<file path="src/rtl/qpi_arb_pkg.sv">
// ============================================================================
// Module  : qpi_arb_pkg
// Brief   : Shared constants and state encoding for the QPI port arbiter.
// Revision: 1.0 - initial release
// ============================================================================
`default_nettype none

package qpi_arb_pkg;

  localparam int QPI_AW = 25;
  localparam int QPI_DW = 32;

  localparam logic [1:0] ST_IDLE   = 2'd0;
  localparam logic [1:0] ST_ACTIVE = 2'd1;
  localparam logic [1:0] ST_DRAIN  = 2'd2;

  typedef enum logic [1:0] {
    S_IDLE   = ST_IDLE,
    S_ACTIVE = ST_ACTIVE,
    S_DRAIN  = ST_DRAIN
  } arb_state_e;

  // Port index width; never below one bit.
  function automatic int idx_w(input int n);
    return (n > 1) ? $clog2(n) : 1;
  endfunction

endpackage

`default_nettype wire

</file>
<file path="src/rtl/qpi_rr_pick.sv">
// ============================================================================
// Module  : qpi_rr_pick
// Brief   : Combinational rotate-priority picker, search starts at last+1.
//           QPI_ARB_PRIO_EN: port 0 always wins, the rest rotate.
// Revision: 1.0 - initial release
// ============================================================================
`default_nettype none

module qpi_rr_pick
  import qpi_arb_pkg::*;
#(
  parameter int NPORTS = 2,
  parameter int IW     = idx_w(NPORTS)
) (
  input  logic [NPORTS-1:0] req,
  input  logic [IW-1:0]     last,
  output logic              any,
  output logic [IW-1:0]     winner
);

  logic [NPORTS-1:0] req_m;
  logic              found;
  int                idx;
  logic [IW-1:0]     pos;

  always_comb begin
    req_m  = req;
    any    = |req;
    winner = '0;
    found  = 1'b0;
    idx    = 0;
    pos    = '0;
`ifdef QPI_ARB_PRIO_EN
    req_m[0] = 1'b0;
`endif
    for (int k = 1; k <= NPORTS; k++) begin
      idx = int'(last) + k;
      if (idx >= NPORTS) idx = idx - NPORTS;
      pos = idx[IW-1:0];
      if (!found && req_m[pos]) begin
        found  = 1'b1;
        winner = pos;
      end
    end
`ifdef QPI_ARB_PRIO_EN
    if (req[0]) winner = '0;
`endif
  end

endmodule

`default_nettype wire

</file>
<file path="src/rtl/qpi_port_arbiter.sv">
// ============================================================================
// Module  : qpi_port_arbiter
// Brief   : Round-robin sharing of one QPI memory port, grant held per transfer.
//           Optional macro QPI_ARB_PRIO_EN gives port 0 fixed top priority.
// Revision: 1.0 - initial release
// ============================================================================
`default_nettype none

module qpi_port_arbiter
  import qpi_arb_pkg::*;
#(
  parameter int NPORTS = 2,
  parameter int AW     = QPI_AW,
  parameter int DW     = QPI_DW
) (
  input  logic                 clk,
  input  logic                 rst_n,
  input  logic [NPORTS-1:0]    s_do_read,
  input  logic [NPORTS-1:0]    s_do_write,
  input  logic [NPORTS*AW-1:0] s_addr,
  input  logic [NPORTS*DW-1:0] s_wdata,
  output logic [DW-1:0]        s_rdata,
  output logic [NPORTS-1:0]    s_next_word,
  output logic [NPORTS-1:0]    s_is_idle,
  output logic                 m_do_read,
  output logic                 m_do_write,
  output logic [AW-1:0]        m_addr,
  output logic [DW-1:0]        m_wdata,
  input  logic [DW-1:0]        m_rdata,
  input  logic                 m_next_word,
  input  logic                 m_is_idle
);

  localparam int            IW       = idx_w(NPORTS);
  localparam logic [IW-1:0] LAST_RST = IW'(NPORTS - 1);

  arb_state_e        state_q, state_d;
  logic [IW-1:0]     owner_q, owner_d;
  logic [IW-1:0]     last_q,  last_d;
  logic [NPORTS-1:0] req;
  logic              pick_any;
  logic [IW-1:0]     pick_winner;
  logic [AW-1:0]     addr_arr  [NPORTS];
  logic [DW-1:0]     wdata_arr [NPORTS];

  generate
    for (genvar i = 0; i < NPORTS; i++) begin : g_port
      assign req[i]       = s_do_read[i] | s_do_write[i];
      assign addr_arr[i]  = s_addr[i*AW +: AW];
      assign wdata_arr[i] = s_wdata[i*DW +: DW];
      // The owner stays busy until the arbiter is back in IDLE.
      assign s_is_idle[i] = !req[i] && !((owner_q == IW'(i)) && (state_q != S_IDLE));
    end
  endgenerate

  qpi_rr_pick #(
    .NPORTS (NPORTS),
    .IW     (IW)
  ) u_pick (
    .req    (req),
    .last   (last_q),
    .any    (pick_any),
    .winner (pick_winner)
  );

  always_ff @(posedge clk) begin
    if (!rst_n) begin
      state_q <= S_IDLE;
      owner_q <= '0;
      last_q  <= LAST_RST;
    end else begin
      state_q <= state_d;
      owner_q <= owner_d;
      last_q  <= last_d;
    end
  end

  always_comb begin
    state_d = state_q;
    owner_d = owner_q;
    last_d  = last_q;
    case (state_q)
      S_IDLE: begin
        if (pick_any) begin
          state_d = S_ACTIVE;
          owner_d = pick_winner;
        end
      end
      S_ACTIVE: begin
        if (!req[owner_q]) state_d = S_DRAIN;
      end
      S_DRAIN: begin
        if (m_is_idle) begin
          state_d = S_IDLE;
          last_d  = owner_q;
        end
      end
      default: state_d = S_IDLE;
    endcase
  end

  always_comb begin
    m_do_read   = 1'b0;
    m_do_write  = 1'b0;
    m_addr      = '0;
    m_wdata     = '0;
    s_next_word = '0;
    if (state_q == S_ACTIVE) begin
      m_do_read            = s_do_read[owner_q];
      m_do_write           = s_do_write[owner_q];
      m_addr               = addr_arr[owner_q];
      m_wdata              = wdata_arr[owner_q];
      s_next_word[owner_q] = m_next_word;
    end
  end

  assign s_rdata = m_rdata;

endmodule

`default_nettype wire

</file>
<file path="config.mk">
export PLATFORM = sky130hd
export DESIGN_NAME = qpi_port_arbiter
export DESIGN_NICKNAME = d
export VERILOG_FILES = /design/src/rtl/qpi_arb_pkg.sv /design/src/rtl/qpi_rr_pick.sv /design/src/rtl/qpi_port_arbiter.sv
export SDC_FILE = /design/constraint.sdc
export NUM_CORES = 1
export LEC_CHECK = 0
export CORE_AREA = 2 2 96 98
export CTS_CLUSTER_SIZE = 10
export DETAILED_ROUTE_END_ITERATION = 8
export DIE_AREA = 0 0 98 100
export GPL_ROUTABILITY_DRIVEN = 0
export PLACE_DENSITY = 0.65
export SKIP_LAST_GASP = 1
export SYNTH_ARGS = -nofsm -noshare
export SYNTH_HDL_FRONTEND = slang
export SYNTH_SLANG_ARGS = --single-unit
</file>
<file path="constraint.sdc">
create_clock -name clk -period 1.2 [get_ports clk]
set_clock_uncertainty 0.1 [all_clocks]
set_input_delay 0.12 -clock clk [delete_from_list [all_inputs] [get_ports clk]]
set_output_delay 0.12 -clock clk [all_outputs]
set_load 0.03 [all_outputs]
</file>
==> results of run 1 <==
cells in the mapped netlist:
library cell | count | share of area, %
a21boi_1 | 2 | 1.1
a311oi_1 | 1 | 0.62
and3_1 | 1 | 0.44
and4b_1 | 2 | 1.4
buf_2 | 7 | 2.5
buf_4 | 33 | 17
buf_6 | 7 | 5.6
dfxtp_1 | 4 | 5.6
mux2i_1 | 60 | 42
nand2_1 | 1 | 0.26
nand2b_1 | 1 | 0.44
nand3_1 | 1 | 0.35
nand3b_1 | 2 | 1.1
nor2_1 | 62 | 16
nor3b_2 | 1 | 0.88
nor4b_4 | 1 | 1.7
o21a_1 | 1 | 0.53
o21ai_0 | 2 | 0.70
o21ai_1 | 1 | 0.35
or2_1 | 1 | 0.44
sequential cells by signal, summed over array words and instances, names as in the netlist:
signal   cells
last_q       1
owner_q      1
state_q      2
report_power, final:
group | internal, W | switching (W)
Sequential | 0.000143 | 0.00000820
Clock | 0.000227 | 0.0000754
Combinational | 0.00121 | 0.00101
worst max-delay path: cells and delay by family, from the launching register on:
family                 cells  cell delay [ns]
buffers and inverters      3             0.61
flip-flops                 1             0.35
AO/OA/AOI/OAI              1             0.20
final timing paths:
kind,startpoint,to
worst max-delay path,owner_q,s_is_idle[0]
worst min-delay path,m_rdata[17],s_rdata[17]
worst max register to register,owner_q,state_q[1]
worst min register to register,last_q,last_q
cells by family (layout without fill, tap and decap cells):
| group | Yosys count | after routing | share of synthesized area (%) |
|---|---|---|---|
| muxes | 60 | 60 | 42.3 |
| buffers and inverters | 47 | 222 | 25.5 |
| AOI/OAI and AO/OA | 7 | 7 | 3.26 |
| and+or+nand+nor | 73 | 73 | 23.3 |
| DFF | 4 | 4 | 5.64 |
layer usage:
layer	global-route usage (%)	share of wire [%]
met1	14.3	36
met2	24.1	53
met3	3.69	8.9
met4	3.63	2.2
met5	0	0
metrics by stage:
| step | area, um2 | cells | hold slack (ns) |
|---|---|---|---|
| after floorplan | 1620 | 191 | 0.0819 |
| after global placement | 3320 | 451 | 0.140 |
| after detailed placement | 3320 | 451 | 0.140 |
| after CTS | 3990 | 476 | 0.140 |
| after global routing | 4100 | 477 | 0.140 |
| final | 4100 | 477 | 0.140 |
repair_timing:
action / 4_1_cts / 5_1_grt
pin swaps: 13 / 11
endpoints found under the setup margin: 66 / 67
hold endpoints to repair: 0 / 0
buffers inserted: 13 / 4
gates resized for setup: 239 / 33
cloned: 8 / 1
cell type report:
cell class,instances,share of cell area (%)
Timing Repair Buffer,218,59.3
Multi-Input combinational cell,140,34.1
Tap cell,111,3.39
Sequential cell,4,2.08
Clock buffer,4,1.10
placed cells by master, fill, tap and decap left out:
cell / n
clkdlybuf4s50_1: 121
nor2_2: 53
buf_6: 48
mux2i_1: 28
buf_4: 27
mux2i_2: 22
buf_12: 11
mux2i_4: 10
nor2_4: 6
buf_16: 5
buf_8: 4
nor2_1: 3
clkbuf_8: 3
and4b_1: 2
o21ai_0: 2
nand3b_1: 2
dfxtp_1: 2
nand2b_4: 1
nor3b_4: 1
o21a_2: 1
or2_1: 1
a21boi_4: 1
o21ai_1: 1
a21boi_1: 1
nand2_1: 1
nand3_1: 1
nor4b_4: 1
a311oi_2: 1
and3_1: 1
clkbuf_1: 1
bufbuf_16: 1
clkbuf_16: 1
dfxtp_4: 1
dfxtp_2: 1
==> key figures, run 1 <==
Job
  • Reported max-cap violation count: 0

Critical path
  • Worst Reg2Reg Path Length in Cells: 4
  • Worst stage delay on the critical path: roughly 0.35 ns
  • Worst setup path class: reg2out
  • Kind of end point of the critical path: output pin
  • Critical path cell sequence: buf_4, bufbuf_16, o21a_2, buf_4
  • Startpoint kind of the worst setup timing path: register
  • Register-to-register setup slack: -0.24 ns
  • CP required: roughly 1 ns
  • Critical path's slowest cell: dfxtp_4
  • WP data arrival: between 1 and 1.5 ns
  • Cell with the most instances on the worst path: buf_4
  • Maximum fanout along the worst path: 6

Yosys
  • Synthesized area per cell: 7.44 um2
  • Count of unique library cells instantiated by Yosys: 20
  • Synth Register Bits: 4
  • Ys Warns: 0
  • Cell count after synthesis: around 190
  • Share of synthesized area occupied by flip-flops and latches: approximately 5.6%
  • Synthesized Nets: approximately 350
  • Netlist Area Pre-Place: 1420 um2

Hold path
  • Kind of path behind the tightest hold check: in2out
  • Depth of the worst hold-timing path: 0

STA
  • Final-report setup violation count: 67
  • Number of failing hold endpoints at the final stage: 0
  • Final TNS setup: -21.98 ns
  • Setup repair after global routing missed its margin: yes
  • Shortest period the worst path allows: about 1.6 ns
  • Peak Freq: just over 600 MHz
  • Max-slew headroom at the worst pin: approximately four fifths
  • Worst Max-Slew Pin Slew: 0.281 ns
  • Ratio of final minimum period to clock period: 134%
  • Worst Slack Setup Final: -0.409 ns
  • Total count of max-transition violations in the final report: 0

Power
  • Total power of the final layout: roughly 0.0027 W
  • VDD IR max: approximately 520 uV
  • Leakage dissipation: 1.55 nW
  • Pwr dens: roughly 650 nW/um2

Clock network
  • Clock slew seen by the registers of the worst setup and hold paths: 0.04 ns
  • Bufs on Longest Clock Path: 2
  • Number of levels the H-tree was split into: 1
  • Number of sinks driven by the clock tree: 4
  • Clk_lat worst skew: around 0.22 ns
  • Total clock buffers created by CTS: 3
  • Hold-fix buffers, CTS: 0
  • Clock tree from TritonCTS: yes
  • Clock tree root driver cell: clkbuf_8

GRT
  • Largest net degree at the start of global routing: 22
  • GRT Residual Overflow: 0
  • Antenna violations before repair: 0
  • Overall routing resource usage: about 13%
  • Via count of the first global-routing pass: between 1,500 and 2,000
  • First-pass GRT wire length: between 10,000 and 15,000 um

Outcome
  • Status: finished with violations
  • Failing checks: setup timing

Floorplanning
  • Die Width: between 90 and 100 um
  • Die Area: about 9800 um2
  • Die Y: approximately 100 um
  • # rows: 35
  • Initial standard-cell utilization of the core: 16.0%
  • I/O pin total: around 250
  • Placeable Area: slightly below 9000 um2

Finish
  • # nets final: between 500 and 600
  • Diodes inserted: 0
  • Multi-input logic area: between 1000 and 1500 um2
  • Area delta synth->final: 188%
  • Fraction of layout cells with a size suffix above 1: 54.4%
  • Core Util, Final: a little under half
  • Sequential cell area: 85.1 um2
  • Fill cell count: between 800 and 900

Drt
  • Total Routed Length: between 7000 and 8000 um
  • Post-DR wirelength/cell: 14.8 um
  • Total via count after detailed routing: roughly 2,000
  • Iteration-0 DRC count of the detailed router: 33
  • Post-route DRC: 0
  • Antenna Violating Nets Remaining: 0
  • Vias per cell: between 4 and 5
  • Number of search-and-repair iterations in the first detailed-routing pass: 4

Placed design
  • Dpl ws: -0.507 ns
  • Buffers added on ports: 184
  • Placed wire-length estimate: ~5000 um
Power figures use the tool's default switching activity.
==> run 2, diff against run 1 <==
--- a/config.mk
+++ b/config.mk
@@ -5,6 +5,7 @@
 export SDC_FILE = /design/constraint.sdc
 export NUM_CORES = 1
 export LEC_CHECK = 0
+export ABC_CLOCK_PERIOD_IN_PS = 1200
 export CORE_AREA = 2 2 96 98
 export CTS_CLUSTER_SIZE = 10
 export DETAILED_ROUTE_END_ITERATION = 8
==> results of run 2 <==
No change in the layout: final DEF, timing and power equal those of run 1.
==> run 3, diff against run 2 <==
--- a/config.mk
+++ b/config.mk
@@ -6,13 +6,15 @@
 export NUM_CORES = 1
 export LEC_CHECK = 0
 export ABC_CLOCK_PERIOD_IN_PS = 1200
-export CORE_AREA = 2 2 96 98
+export CORE_AREA = 2 2 97 99
 export CTS_CLUSTER_SIZE = 10
 export DETAILED_ROUTE_END_ITERATION = 8
-export DIE_AREA = 0 0 98 100
+export DIE_AREA = 0 0 99 101
+export DONT_BUFFER_PORTS = 1
 export GPL_ROUTABILITY_DRIVEN = 0
-export PLACE_DENSITY = 0.65
+export PLACE_DENSITY = 0.39
 export SKIP_LAST_GASP = 1
+export SLEW_MARGIN = 20
 export SYNTH_ARGS = -nofsm -noshare
 export SYNTH_HDL_FRONTEND = slang
 export SYNTH_SLANG_ARGS = --single-unit
==> run 3 against run 2 <==
  * The flow still finishes with violations (setup timing)
  * Utilization fell by 13 points
  * Design area fell by 28%
  * Register-to-register slack improved by 0.07 ns
  * Setup slack improved by 0.041 ns
  * Power fell by 14%
  * Routed wire length fell by 18%
  * Critical path depth rose by 1
  * Global-route usage fell by 4.0 points
  * Sequential share of layout area rose by 0.84 points
  * Clock power rose by 3%
==> key figures, run 3 (synthesis results as in run 1) <==
Outcome
  • Failing checks: setup timing
  • Status: finished with violations

Critical path
  • Worst setup path class: reg2out
  • Launching point of the worst reg2reg path: owner_q
  • Critical path's slowest cell: dfxtp_4
  • Kind of end point of the critical path: output pin
  • Worst stage delay on the critical path: between 0.3 and 0.4 ns
  • FF-to-FF End: state_q[1]
  • Worst Reg2Reg Path Length in Cells: 5
  • Critical path cell sequence: buf_12, clkbuf_16, mux2i_4, nor2_2, buf_6
  • CP required: roughly 0.98 ns
  • Register-to-register setup slack: -0.17 ns
  • Cell family with the largest share of critical-path delay: buffers and inverters
  • Startpoint kind of the worst setup timing path: register
  • Maximum fanout along the worst path: 7
  • WP data arrival: roughly 1.4 ns
  • Bufs and invs on worst path: 3

GRT
  • Antenna violations before repair: 0
  • Via count of the first global-routing pass: roughly 1,500
  • First-pass GRT wire length: a little over 7000 um
  • Overall routing resource usage: between 8 and 9%
  • Largest net degree at the start of global routing: 28
  • GRT Residual Overflow: 0

Finish
  • Area delta synth->final: 108%
  • Highest-count cells in the layout ignoring fill and taps: nor2_2 (54), buf_6 (54), mux2i_2 (22), mux2i_4 (19), mux2i_1 (19)
  • Register containing the most flip-flops in the final layout: state_q
  • Fraction of layout cells with a size suffix above 1: between 80 and 90%
  • Core Util, Final: around a third
  • Cell area after layout: 2950 um2
  • Max reg flops: 2
  • # nets final: 390
  • Diodes inserted: 0
  • Regs by FF count: state_q (2), last_q (1), owner_q (1)

Clock network
  • Bufs on Longest Clock Path: 2
  • Clk_lat worst skew: 0.22 ns
  • Clock slew seen by the registers of the worst setup and hold paths: 0.04 ns
  • Clock tree from TritonCTS: yes
  • Number of levels the H-tree was split into: 1
  • Clock tree root driver cell: clkbuf_8
  • Total clock buffers created by CTS: 3
  • Number of sinks driven by the clock tree: 4

STA
  • Worst Slack Setup Final: -0.368 ns
  • Final TNS setup: -21.40 ns
  • Setup repair after global routing missed its margin: yes
  • Ratio of final minimum period to clock period: 131%
  • Total count of max-transition violations in the final report: 0
  • Peak Freq: ~640 MHz
  • Number of failing hold endpoints at the final stage: 0
  • Max-slew headroom at the worst pin: 78.1%
  • Final-report setup violation count: between 60 and 70
  • Worst Max-Slew Pin Slew: about 0.33 ns
  • Shortest period the worst path allows: 1.57 ns

Floorplanning
  • Initial standard-cell utilization of the core: 15.8%
  • Die Area: 10000 um2
  • Die Y: between 100 and 150 um
  • # rows: 35
  • Die Width: between 90 and 100 um
  • Placeable Area: 8980 um2
  • I/O pin total: 249

Drt
  • Total via count after detailed routing: 1,518
  • Total Routed Length: approximately 5800 um
  • Number of search-and-repair iterations in the first detailed-routing pass: 4
  • Post-route DRC: 0
  • Iteration-0 DRC count of the detailed router: 13
  • Post-DR wirelength/cell: around 17 um
  • Antenna Violating Nets Remaining: 0
  • Vias per cell: approximately 4.4

Placed design
  • Buffers added on ports: 0
  • Placed wire-length estimate: roughly 3500 um
  • Cell area after placement: 1990 um2
  • Dpl ws: -0.214 ns

Power
  • VDD IR max: approximately 700 uV
  • Pwr dens: a little under 800 nW/um2
  • Total power of the final layout: between 0.002 and 0.0025 W
  • Leakage dissipation: approximately 1.1 nW

Hold path
  • Hold path startpoint: s_do_write[0]
  • Terminating pin of the worst hold path: owner_q
  • Kind of path behind the tightest hold check: in2reg
  • Depth of the worst hold-timing path: 3

Job
  • Reported max-cap violation count: 0
run 3: worst max path at each step:
stage               slack, ns  startpoint          end  cells after the start
finish                  -0.37     owner_q  m_wdata[26]                      5
global route            -0.43     owner_q  m_wdata[22]                      5
CTS                     -0.38     owner_q    m_addr[0]                      5
detailed placement      -0.21     owner_q  m_wdata[11]                      4
global placement        -0.20     owner_q   m_wdata[2]                      4
floorplan               -0.12  state_q[1]    m_addr[0]                      4
run 3: area by class of cell:
cell class	instances	area [um2]
Tap cell	111	139
Fill cell	905	6020
Sequential cell	4	86.3
Clock buffer	4	45.0
Multi-Input combinational cell	140	1510
Timing Repair Buffer	87	1180
run 3: report_power, final:
part	internal, W	switching [W]
clock	0.000228	0.0000843
combinational	0.000896	0.000923
sequential	0.000143	0.0000113
run 3: worst min-delay path, cell delays in order:
cell	delay, ns
o21ai_0	0.05
nand3b_1	0.07
a21boi_1	0.05
run 3: metrics by stage:
stage / hold slack (ns) / instances
after floorplan: 0.0819 / 191
after global placement: 0.0856 / 321
after detailed placement: 0.0903 / 321
after CTS: 0.0161 / 339
after global routing: 0.0488 / 346
final: 0.0189 / 346
run 3: timing repair:
| item | in CTS | in global routing |
|---|---|---|
| gates resized for setup | 53 | 71 |
| gates cloned | 5 | 5 |
| setup endpoints to repair | 64 | 67 |
| endpoints found under the hold margin | 4 | 0 |
| pin swaps | 4 | 4 |
| buffers inserted | 10 | 2 |
| hold buffers | 1 | 0 |
run 3: routing by layer:
| metal | global-route usage [%] | vias to the layer above | wire length, um |
|---|---|---|---|
| li1 | - | 706 | - |
| met1 | 9.72 | 699 | 1960 |
| met2 | 17.5 | 100 | 3270 |
| met3 | 1.66 | 13 | 523 |
| met4 | 2.11 | 0 | 61 |
| met5 | 0 | - | 0 |
